--- config.mk ---
export PLATFORM = sky130hd
export DESIGN_NAME = pipe_stage_skid_flat
export DESIGN_NICKNAME = d
export VERILOG_FILES = /design/src/rtl/pipe_stage_skid_if.sv /design/src/rtl/pipe_stage_skid.sv /design/src/flat_wrapper.sv
export SDC_FILE = /design/constraint.sdc
export NUM_CORES = 1
export LEC_CHECK = 0
export BUFFER_PORTS_ARGS = -buffer_cell sky130_fd_sc_hd__buf_2
export CAP_MARGIN = 20
export CELL_PAD_IN_SITES_DETAIL_PLACEMENT = 1
export CELL_PAD_IN_SITES_GLOBAL_PLACEMENT = 1
export CORE_MARGIN = 2
export CORE_UTILIZATION = 45
export CTS_CLUSTER_DIAMETER = 80
export DETAILED_ROUTE_END_ITERATION = 8
export GPL_TIMING_DRIVEN = 0
export HOLD_SLACK_MARGIN = 0.08
export PLACE_DENSITY_LB_ADDON = 0.08
export SKIP_LAST_GASP = 1
export SYNTH_ARGS = -nofsm -noshare
export SYNTH_HDL_FRONTEND = slang
export SYNTH_SLANG_ARGS = --single-unit
--- constraint.sdc ---
create_clock -name Clk -period 9.1 [get_ports Clk]
set_input_delay 0.455 -clock Clk [delete_from_list [all_inputs] [get_ports Clk]]
set_output_delay 0.455 -clock Clk [all_outputs]
set_load 0.02 [all_outputs]
--- src/rtl/pipe_stage_skid_if.sv ---
`default_nettype none
// ============================================================================
// Module      : pipe_stage_skid_if
// Description : Valid/ready handshake bundle shared by the upstream and
//               downstream sides of one pipeline stage boundary.
// Revision    : 1.0 - initial release
// ============================================================================
interface pipe_stage_skid_if #(
    parameter int DATA_W = 64
);
    logic              in_valid;
    logic [DATA_W-1:0] in_data;
    logic              in_ready;
    logic              out_valid;
    logic [DATA_W-1:0] out_data;
    logic              out_ready;

    // master drives the stage (upstream producer plus downstream consumer)
    modport master (
        output in_valid, in_data, out_ready,
        input  in_ready, out_valid, out_data
    );

    modport slave (
        input  in_valid, in_data, out_ready,
        output in_ready, out_valid, out_data
    );
endinterface
`default_nettype wire

--- src/rtl/pipe_stage_skid.sv ---
`default_nettype none
// ============================================================================
// Module      : pipe_stage_skid
// Description : Pipeline-stage register with 2-entry skid buffer, stall,
//               flush and a saturating count of flushed entries.
// Revision    : 1.0 - initial release
// ============================================================================
module pipe_stage_skid #(
    parameter int                DATA_W = 64,
    parameter logic [DATA_W-1:0] BUBBLE = '0,
    parameter int                CNT_W  = 8
) (
    input  wire logic             Clk,
    input  wire logic             Rst,
    pipe_stage_skid_if.slave      bus,
    input  wire logic             Stall,
    input  wire logic             Flush,
    output logic [1:0]            occupancy,
    output logic [CNT_W-1:0]      drop_cnt
);

    typedef enum logic [1:0] {
        S_EMPTY = 2'd0,
        S_ONE   = 2'd1,
        S_FULL  = 2'd2
    } state_t;

    typedef logic [CNT_W+1:0] sum_t;
    localparam sum_t c_cnt_max = sum_t'({CNT_W{1'b1}});

    state_t            r_state;
    state_t            w_state_next;
    logic [DATA_W-1:0] r_head;
    logic [DATA_W-1:0] r_skid;
    logic [CNT_W-1:0]  r_drop_cnt;
    logic              w_in_ready;
    logic              w_out_valid;
    logic              w_in_fire;
    logic              w_out_fire;
    logic              w_head_from_in;
    logic              w_head_from_skid;
    logic              w_skid_from_in;
    sum_t              w_drop_sum;
    logic [CNT_W-1:0]  w_drop_next;

    // Handshake flags come from registered state only
    assign w_in_ready  = (r_state != S_FULL);
    assign w_out_valid = (r_state != S_EMPTY);
    assign w_in_fire   = bus.in_valid & w_in_ready;
    assign w_out_fire  = w_out_valid & bus.out_ready & ~Stall;

    assign bus.in_ready  = w_in_ready;
    assign bus.out_valid = w_out_valid;
    assign bus.out_data  = r_head;
    assign occupancy     = r_state;
    assign drop_cnt      = r_drop_cnt;

    always_ff @(posedge Clk or posedge Rst) begin
        if (Rst) begin
            r_state <= S_EMPTY;
        end else begin
            r_state <= w_state_next;
        end
    end

    always_comb begin
        w_state_next     = r_state;
        w_head_from_in   = 1'b0;
        w_head_from_skid = 1'b0;
        w_skid_from_in   = 1'b0;
        case (r_state)
            S_EMPTY: begin
                if (w_in_fire) begin
                    w_head_from_in = 1'b1;
                    w_state_next   = S_ONE;
                end
            end
            S_ONE: begin
                if (w_in_fire && w_out_fire) begin
                    w_head_from_in = 1'b1;
                end else if (w_in_fire) begin
                    w_skid_from_in = 1'b1;
                    w_state_next   = S_FULL;
                end else if (w_out_fire) begin
                    w_state_next   = S_EMPTY;
                end
            end
            S_FULL: begin
                if (w_out_fire) begin
                    w_head_from_skid = 1'b1;
                    w_state_next     = S_ONE;
                end
            end
            default: begin
                w_state_next = S_EMPTY;
            end
        endcase
        if (Flush) begin
            w_state_next = S_EMPTY;
        end
    end

    // Never negative: an out_fire always has a held entry to cancel against
    assign w_drop_sum  = sum_t'(r_drop_cnt) + sum_t'(occupancy)
                       + sum_t'(w_in_fire) - sum_t'(w_out_fire);
    assign w_drop_next = (w_drop_sum > c_cnt_max) ? {CNT_W{1'b1}}
                                                  : w_drop_sum[CNT_W-1:0];

    always_ff @(posedge Clk or posedge Rst) begin
        if (Rst) begin
            r_head     <= BUBBLE;
            r_skid     <= BUBBLE;
            r_drop_cnt <= '0;
        end else if (Flush) begin
            r_head     <= BUBBLE;
            r_skid     <= BUBBLE;
            r_drop_cnt <= w_drop_next;
        end else begin
            if (w_head_from_in) begin
                r_head <= bus.in_data;
            end else if (w_head_from_skid) begin
                r_head <= r_skid;
            end
            if (w_skid_from_in) begin
                r_skid <= bus.in_data;
            end
        end
    end

endmodule
`default_nettype wire

--- src/flat_wrapper.sv ---
// flat-port wrapper written by rule: the top's interface ports become plain ports
module pipe_stage_skid_flat 
#(
    parameter int                DATA_W = 64,
    parameter logic [DATA_W-1:0] BUBBLE = '0,
    parameter int                CNT_W  = 8
)
  (Clk, Rst, Stall, Flush, occupancy, drop_cnt, bus_in_valid, bus_in_data, bus_out_ready, bus_in_ready, bus_out_valid, bus_out_data);
  pipe_stage_skid_if #(.DATA_W(DATA_W)) bus_i ();
  input  wire logic Clk;
  input  wire logic Rst;
  input  wire logic Stall;
  input  wire logic Flush;
  output logic [1:0] occupancy;
  output logic [CNT_W-1:0] drop_cnt;
  input wire logic [$bits(bus_i.in_valid)-1:0] bus_in_valid;
  input wire logic [$bits(bus_i.in_data)-1:0] bus_in_data;
  input wire logic [$bits(bus_i.out_ready)-1:0] bus_out_ready;
  output wire logic [$bits(bus_i.in_ready)-1:0] bus_in_ready;
  output wire logic [$bits(bus_i.out_valid)-1:0] bus_out_valid;
  output wire logic [$bits(bus_i.out_data)-1:0] bus_out_data;
  assign bus_i.in_valid = bus_in_valid;
  assign bus_i.in_data = bus_in_data;
  assign bus_i.out_ready = bus_out_ready;
  assign bus_in_ready = bus_i.in_ready;
  assign bus_out_valid = bus_i.out_valid;
  assign bus_out_data = bus_i.out_data;
  pipe_stage_skid #(.DATA_W(DATA_W), .BUBBLE(BUBBLE), .CNT_W(CNT_W)) u_core (.Clk(Clk), .Rst(Rst), .bus(bus_i), .Stall(Stall), .Flush(Flush), .occupancy(occupancy), .drop_cnt(drop_cnt));
endmodule
==> results of run 1 <==
[final timing paths]
| path | to | slack [ps] | start | cells past startpoint |
|---|---|---|---|---|
| min | u_core.r_skid[14] | 270 | bus_in_data[14] | 2 |
| min in group asynchronous | u_core.bus.out_data[48] | 610 | Rst | 3 |
| min reg2reg | u_core.bus.out_data[43] | 480 | u_core.bus.out_data[43] | 2 |
| max reg2reg | u_core.drop_cnt[7] | 5050 | u_core.occupancy[0] | 12 |
| max in group asynchronous | u_core.drop_cnt[4] | 7710 | Rst | 4 |
| max | u_core.drop_cnt[7] | 5050 | u_core.occupancy[0] | 12 |
[report_power, final]
group,leakage (nW),internal (W),total [W],switching (W)
clock network,0.305,0.000468,0.000725,0.000257
registers,1.86,0.000661,0.000698,0.0000369
logic,1.88,0.000256,0.000658,0.000402
[flip-flops by register name (all words and copies together), names as in the netlist]
signal	count
u_core.drop_cnt	8
u_core.bus.out_data	64
u_core.r_skid	64
u_core.occupancy	2
[timing repair]
item                                   CTS  global route
resized for setup                        0             0
endpoints found under the hold margin   32             0
hold buffers                             1             0
[worst max-delay path: stages (launching register included)]
cell	delay, ps
dfrtp_1	440
ha_1	310
fa_1	460
nand2b_1	200
and2_1	140
buf_2	150
ha_1	350
a21oi_1	480
a211oi_1	170
a21oi_2	200
o22ai_1	120
xnor2_1	670
a31oi_1	180
[synth_stat cells (all sizes together) (8+ instances only)]
cell type / n
buf: 18
a22o: 64
ha: 13
nand3: 8
a21oi: 9
inv: 16
mux2i: 66
o21ai: 68
dfrtp: 138
nand2: 79
clkbuf: 24
a31oi: 11
nor2: 18
[through the flow]
step	setup slack, ps	cells	util, %	hold slack (ps)
global route	4760	951	58.0	256
floorplan	4950	593	-	472
detailed placement	5110	918	53.5	467
finish	5050	951	58.0	269
global placement	3380	917	53.3	457
CTS	5070	951	58.0	257
[cells by family (layout without fill, tap and decap cells)]
kind of cell | Yosys count | count (layout)
AO/OA/AOI/OAI | 175 | 175
XOR/XNOR | 14 | 14
adder cells (fa/ha/maj) | 16 | 16
buffers and inverters | 58 | 236
flip-flops | 138 | 138
multiplexers | 67 | 67
AND/OR/NAND/NOR | 125 | 125
[per-layer routing]
metal | up-vias | GRT usage (%)
li1 | 2454 | -
met1 | 2662 | 31.0
met2 | 136 | 39.3
met3 | 18 | 4.81
met4 | 0 | 6.54
met5 | - | 0
[area by class of cell]
type | count | area [µm²]
Sequential cell | 138 | 3450
Buffer | 42 | 188
Inverter | 16 | 65.1
Clock buffer | 26 | 509
Multi-Input combinational cell | 397 | 2810
Clock inverter | 6 | 109
Timing Repair Buffer | 146 | 758
Tap cell | 180 | 225
Fill cell | 1567 | 5870
==> impl_metrics.yaml, run 1 <==
timing:
  setup-violations-final: 0
  period_minus_slack_ps: 4050
  max-slew-margin-rel_pct: 34.1
  period_share_pct: 44.5
  hold_violations: 0
  rsz0062_at_grt: "false"
  drv_slew: 0
  worst_slew_pin_slew_ps: 989
  finClkSkew_ps: 8.03
  fmax_mhz: 247
  setup_tns_ps: 0
synthesis:
  synth_compound_area_share_pct: 19.1
  yosys-top-cells-area: "dfrtp_1, mux2i_1, a22o_1"
  synth_cells: 593
  ys_ff_latch: 138
  synth.distinct_cells: 56
  yosysWarnings: 0
  synth_edf_count: 0
  synth_top_area_share_pct: 53.1
  syn_area_um2: 6510
  async_flop_share_pct: 100
  synth.avg_cell_area_um2: 11.0
  synth_mux_area_share_pct: 10.3
  synth_fp_nets: 678
  synth_top_family_by_area: "compound AO/OA/AOI/OAI gates"
  synthAdderAreaFrac_pct: 3.29
  synth_ff_type: "dfrtp_1"
  synthXorXnorAreaFrac_pct: 2.00
  synth.yosys.seq_area_share_pct: 53.1
  synthSimpleGateAreaFrac_pct: 8.46
  synth_area_leader_cell: "dfrtp_1"
route:
  drtAntennaViolNets: 0
  drt-pass1-iter-count: 4
  dr.max_layer_used: "met4"
  num_vias: 5270
  drcViolationCount: 0
  wl_met1_mm: 7.90
  drt-total-wl_mm: 17.7
  vias_per_cell: 5.54
  wl_met3_um: 797
  met2_length_mm: 8.80
  drtIter0Drc: 306
  wl_per_cell_um: 18.6
placement:
  dp_hpwl_mm: 12.3
  post_dp_cell_area_um2: 7490
  numPortBuffers: 144
  gp_congestion: 0.799
global_routing:
  grt_antenna_before_repair: 0
  grt_pass1_wl_mm: 29.3
  grt_pass1_vias: 5644
  grt_max_degree: 93
  grt_usage_pct: 23.4
  grt-ovfl-total: 0
die:
  io_pins: 146
  die_h_um: 124
  num_rows: 43
  core_um2: 14000
  die_x_um: 124
  dieArea_um2: 15400
  start_util_pct: 46.5
pwr:
  ir_drop_mv: 0.151
  power_leakage_nw: 4.04
  powerDensity_nw_per_um2: 256
  total_power_w: 0.00208
finish:
  design_area_um2: 8110
  n_antenna_cell: 0
  drive_above_1_share_pct: 25.7
  syn2layout_area_growth_pct: 24.7
  finalNetCount: 843
  final_cell_mix: "buf_2, dfrtp_1, nand2_1"
  final_common_cell: "buf_2"
critical_path:
  worstPathArrival_ps: 4310
  cp_max_fo: 8
  critPathKind: "register to register"
  worstPathRequired_ps: 9350
  critical_path.endpoint_type: "register"
  start_kind: "register"
flow_run:
  maxCapViolCount: 0
hold_path:
  hold_path.class: "primary input to register"
clock_tree:
  insertion_delay_ps: 420
  post-cts-setup-buffers: 0
  htreeDepth: 4
  cts-root-buf: "clkbuf_16"
  cts_buffers: 17
  cts_tree: "built"
  cts.sinks: 138
  cts_max_path_buffers: 2
  clk_pin_slew_ps: 60
status:
  status: "finished, final reports clean"
(Power assumes the default switching activity.)
==> inputs of run 2 (changes only) <==
Settings changed: CORE_UTILIZATION 45 to 38.
Clock period 9.1 ns to 3.6 ns, I/O delays scaled along.
==> impl_metrics.yaml, run 2 (synthesized netlist as in run 1, its figures left out) <==
timing:
  max-slew-margin-rel_pct: 38.0
  hold_violations: 0
  finClkSkew_ps: 7.02
  period_share_pct: 96.4
  setup_tns_ps: 0
  fmax_mhz: 288
  drv_slew: 0
  worst_slew_pin_slew_ps: 929
  period_minus_slack_ps: 3470
  setup-violations-final: 0
finish:
  final_common_cell: "buf_2"
  n_antenna_cell: 0
  fillers: 1874
  drive_above_1_share_pct: 25.5
  syn2layout_area_growth_pct: 36.9
  final_cell_mix: "buf_2, dfrtp_1, nand2_1"
  layoutNonFillerInstCount: 1060
  finalNetCount: 913
route:
  drcViolationCount: 0
  drtAntennaViolNets: 0
  wl_per_cell_um: 17.9
  vias_per_cell: 5.18
  drt-total-wl_mm: 19.0
  drtIter0Drc: 186
  num_vias: 5491
  drt-pass1-iter-count: 6
global_routing:
  grt_pass1_wl_mm: 30.9
  use_met2_pct: 35.8
  grt-ovfl-total: 0
  use_met3_pct: 4.02
  grt_antenna_before_repair: 0
  grt_max_degree: 38
  grt_pass1_vias: 5827
  grt.busiest_layer: "met2"
  grt_usage_pct: 21.7
  grt_use_met1_pct: 29.0
clock_tree:
  cts_tree: "built"
  clk_pin_slew_ps: 60
  insertion_delay_ps: 430
  cts_max_path_buffers: 2
  cts_buffers: 17
  cts-root-buf: "clkbuf_16"
  htreeDepth: 4
  cts.sinks: 138
pwr:
  net-switching-power_w: 0.00183
  intPower_w: 0.00356
  pwr-share-clk_pct: 33.1
  powerDensity_nw_per_um2: 605
  switching_share_pct: 34.0
  power_frac_comb_pct: 34.0
  seq_power_share_pct: 32.8
  power_leakage_nw: 4.33
  ir_drop_mv: 0.372
die:
  start_util_pct: 39.1
  die_h_um: 135
  core_um2: 16600
  num_rows: 47
  die_x_um: 135
  io_pins: 146
  dieArea_um2: 18200
critical_path:
  crit_buf_inv: 2
  crit_slowest_cell: "dfrtp_2"
  start_kind: "register"
  worstPathArrival_ps: 3760
  crit_chain: "ha_4, fa_2, buf_4, nand2_1, nor3_4, xor2_2, inv_2, ha_2, a21o_1, a311o_1, a21boi_1, a41oi_2, o22ai_4, a31oi_1"
  ff2ff_setup_slack_ps: 130
  cp_max_fo: 10
  worstPathRequired_ps: 3880
  critPathKind: "register to register"
  critical-path-max-stage-delay_ps: 470
  critPathTopFamily: "compound AO/OA/AOI/OAI gates"
  critical_path.endpoint_type: "register"
placement:
  dp.cells: 961
  numPortBuffers: 144
  gp_congestion: 0.817
  dp_hpwl_mm: 12.9
flow_run:
  maxCapViolCount: 0
status:
  status: "finished, final reports clean"
hold_path:
  hold_path.class: "primary input to register"
## run 2: cell types whose count changed in the layout (fill, tap and decap cells not counted), moves of 3 or more
cell,change
ha_1,-3
dlygate4sd3_1,+65
clkbuf_8,-4
buf_12,+4
clkinvlp_4,+3
## run 2: routing by layer
metal | wire length (µm) | part of all wire (%)
met4 | 289 | 1.5
met5 | 0 | 0
met1 | 8720 | 46
met2 | 9270 | 49
met3 | 731 | 3.8
## run 2: area by class of cell
cell class	count	area, µm²	area share (%)
multi-input combinational	397	2860	32.1
clock buffer	20	447	5.01
tap	220	275	3.09
clock inverter	11	146	1.64
buffer	42	188	2.11
sequential	138	3460	38.8
inverter	16	63.8	0.716
timing repair buffer	216	1480	16.6
## run 2: power groups by stage
stage	clock network (W)	logic [W]	registers, W
2_1_floorplan	0	0.00110	0.00188
3_3_place_gp	0	0.00159	0.00179
3_5_place_dp	0	0.00165	0.00179
4_1_cts	0.00182	0.00175	0.00177
5_1_grt	0.00189	0.00201	0.00179
6_report	0.00179	0.00184	0.00177
## run 2: worst register-to-register path, delay by kind of cell, from the launching register on
family / cells / cell delay (ps)
compound gates: 6 / 1270
xor+xnor: 1 / 200
fa+ha+maj: 3 / 950
buf+inv: 2 / 260
flops: 1 / 470
simple gates: 2 / 180
## run 2: worst paths after layout
path | startpoint | endpoint | depth (start not counted)
worst max-delay path | u_core.occupancy[0] | u_core.drop_cnt[2] | 14
worst max register to register | u_core.occupancy[0] | u_core.drop_cnt[2] | 14
worst min-delay path | Stall | u_core.occupancy[1] | 5
max in group asynchronous | Rst | u_core.bus.out_data[14] | 5
worst min register to register | u_core.bus.out_data[5] | u_core.bus.out_data[5] | 2
min in group asynchronous | Rst | u_core.bus.out_data[32] | 3
## run 2: metrics by stage
step	hold slack [ps]	power [W]	utilization, %	cell area (µm²)	setup slack (ps)
after detailed placement	217	0.00344	45.6	7590	-531
after floorplan	313	0.00298	-	6510	182
after global routing	236	0.00569	53.5	8910	-11.3
final	204	0.00539	53.5	8910	129
after global placement	418	0.00338	45.1	7510	-475
after CTS	206	0.00534	53.2	8860	29.4
## run 2: what timing repair did
action | in CTS | in global routing
pin swaps | 1 | 3
endpoints found under the setup margin | 8 | 8
setup buffers | 0 | 2
endpoints found under the hold margin | 121 | 0
hold buffers | 66 | 0
resized for setup | 5 | 7
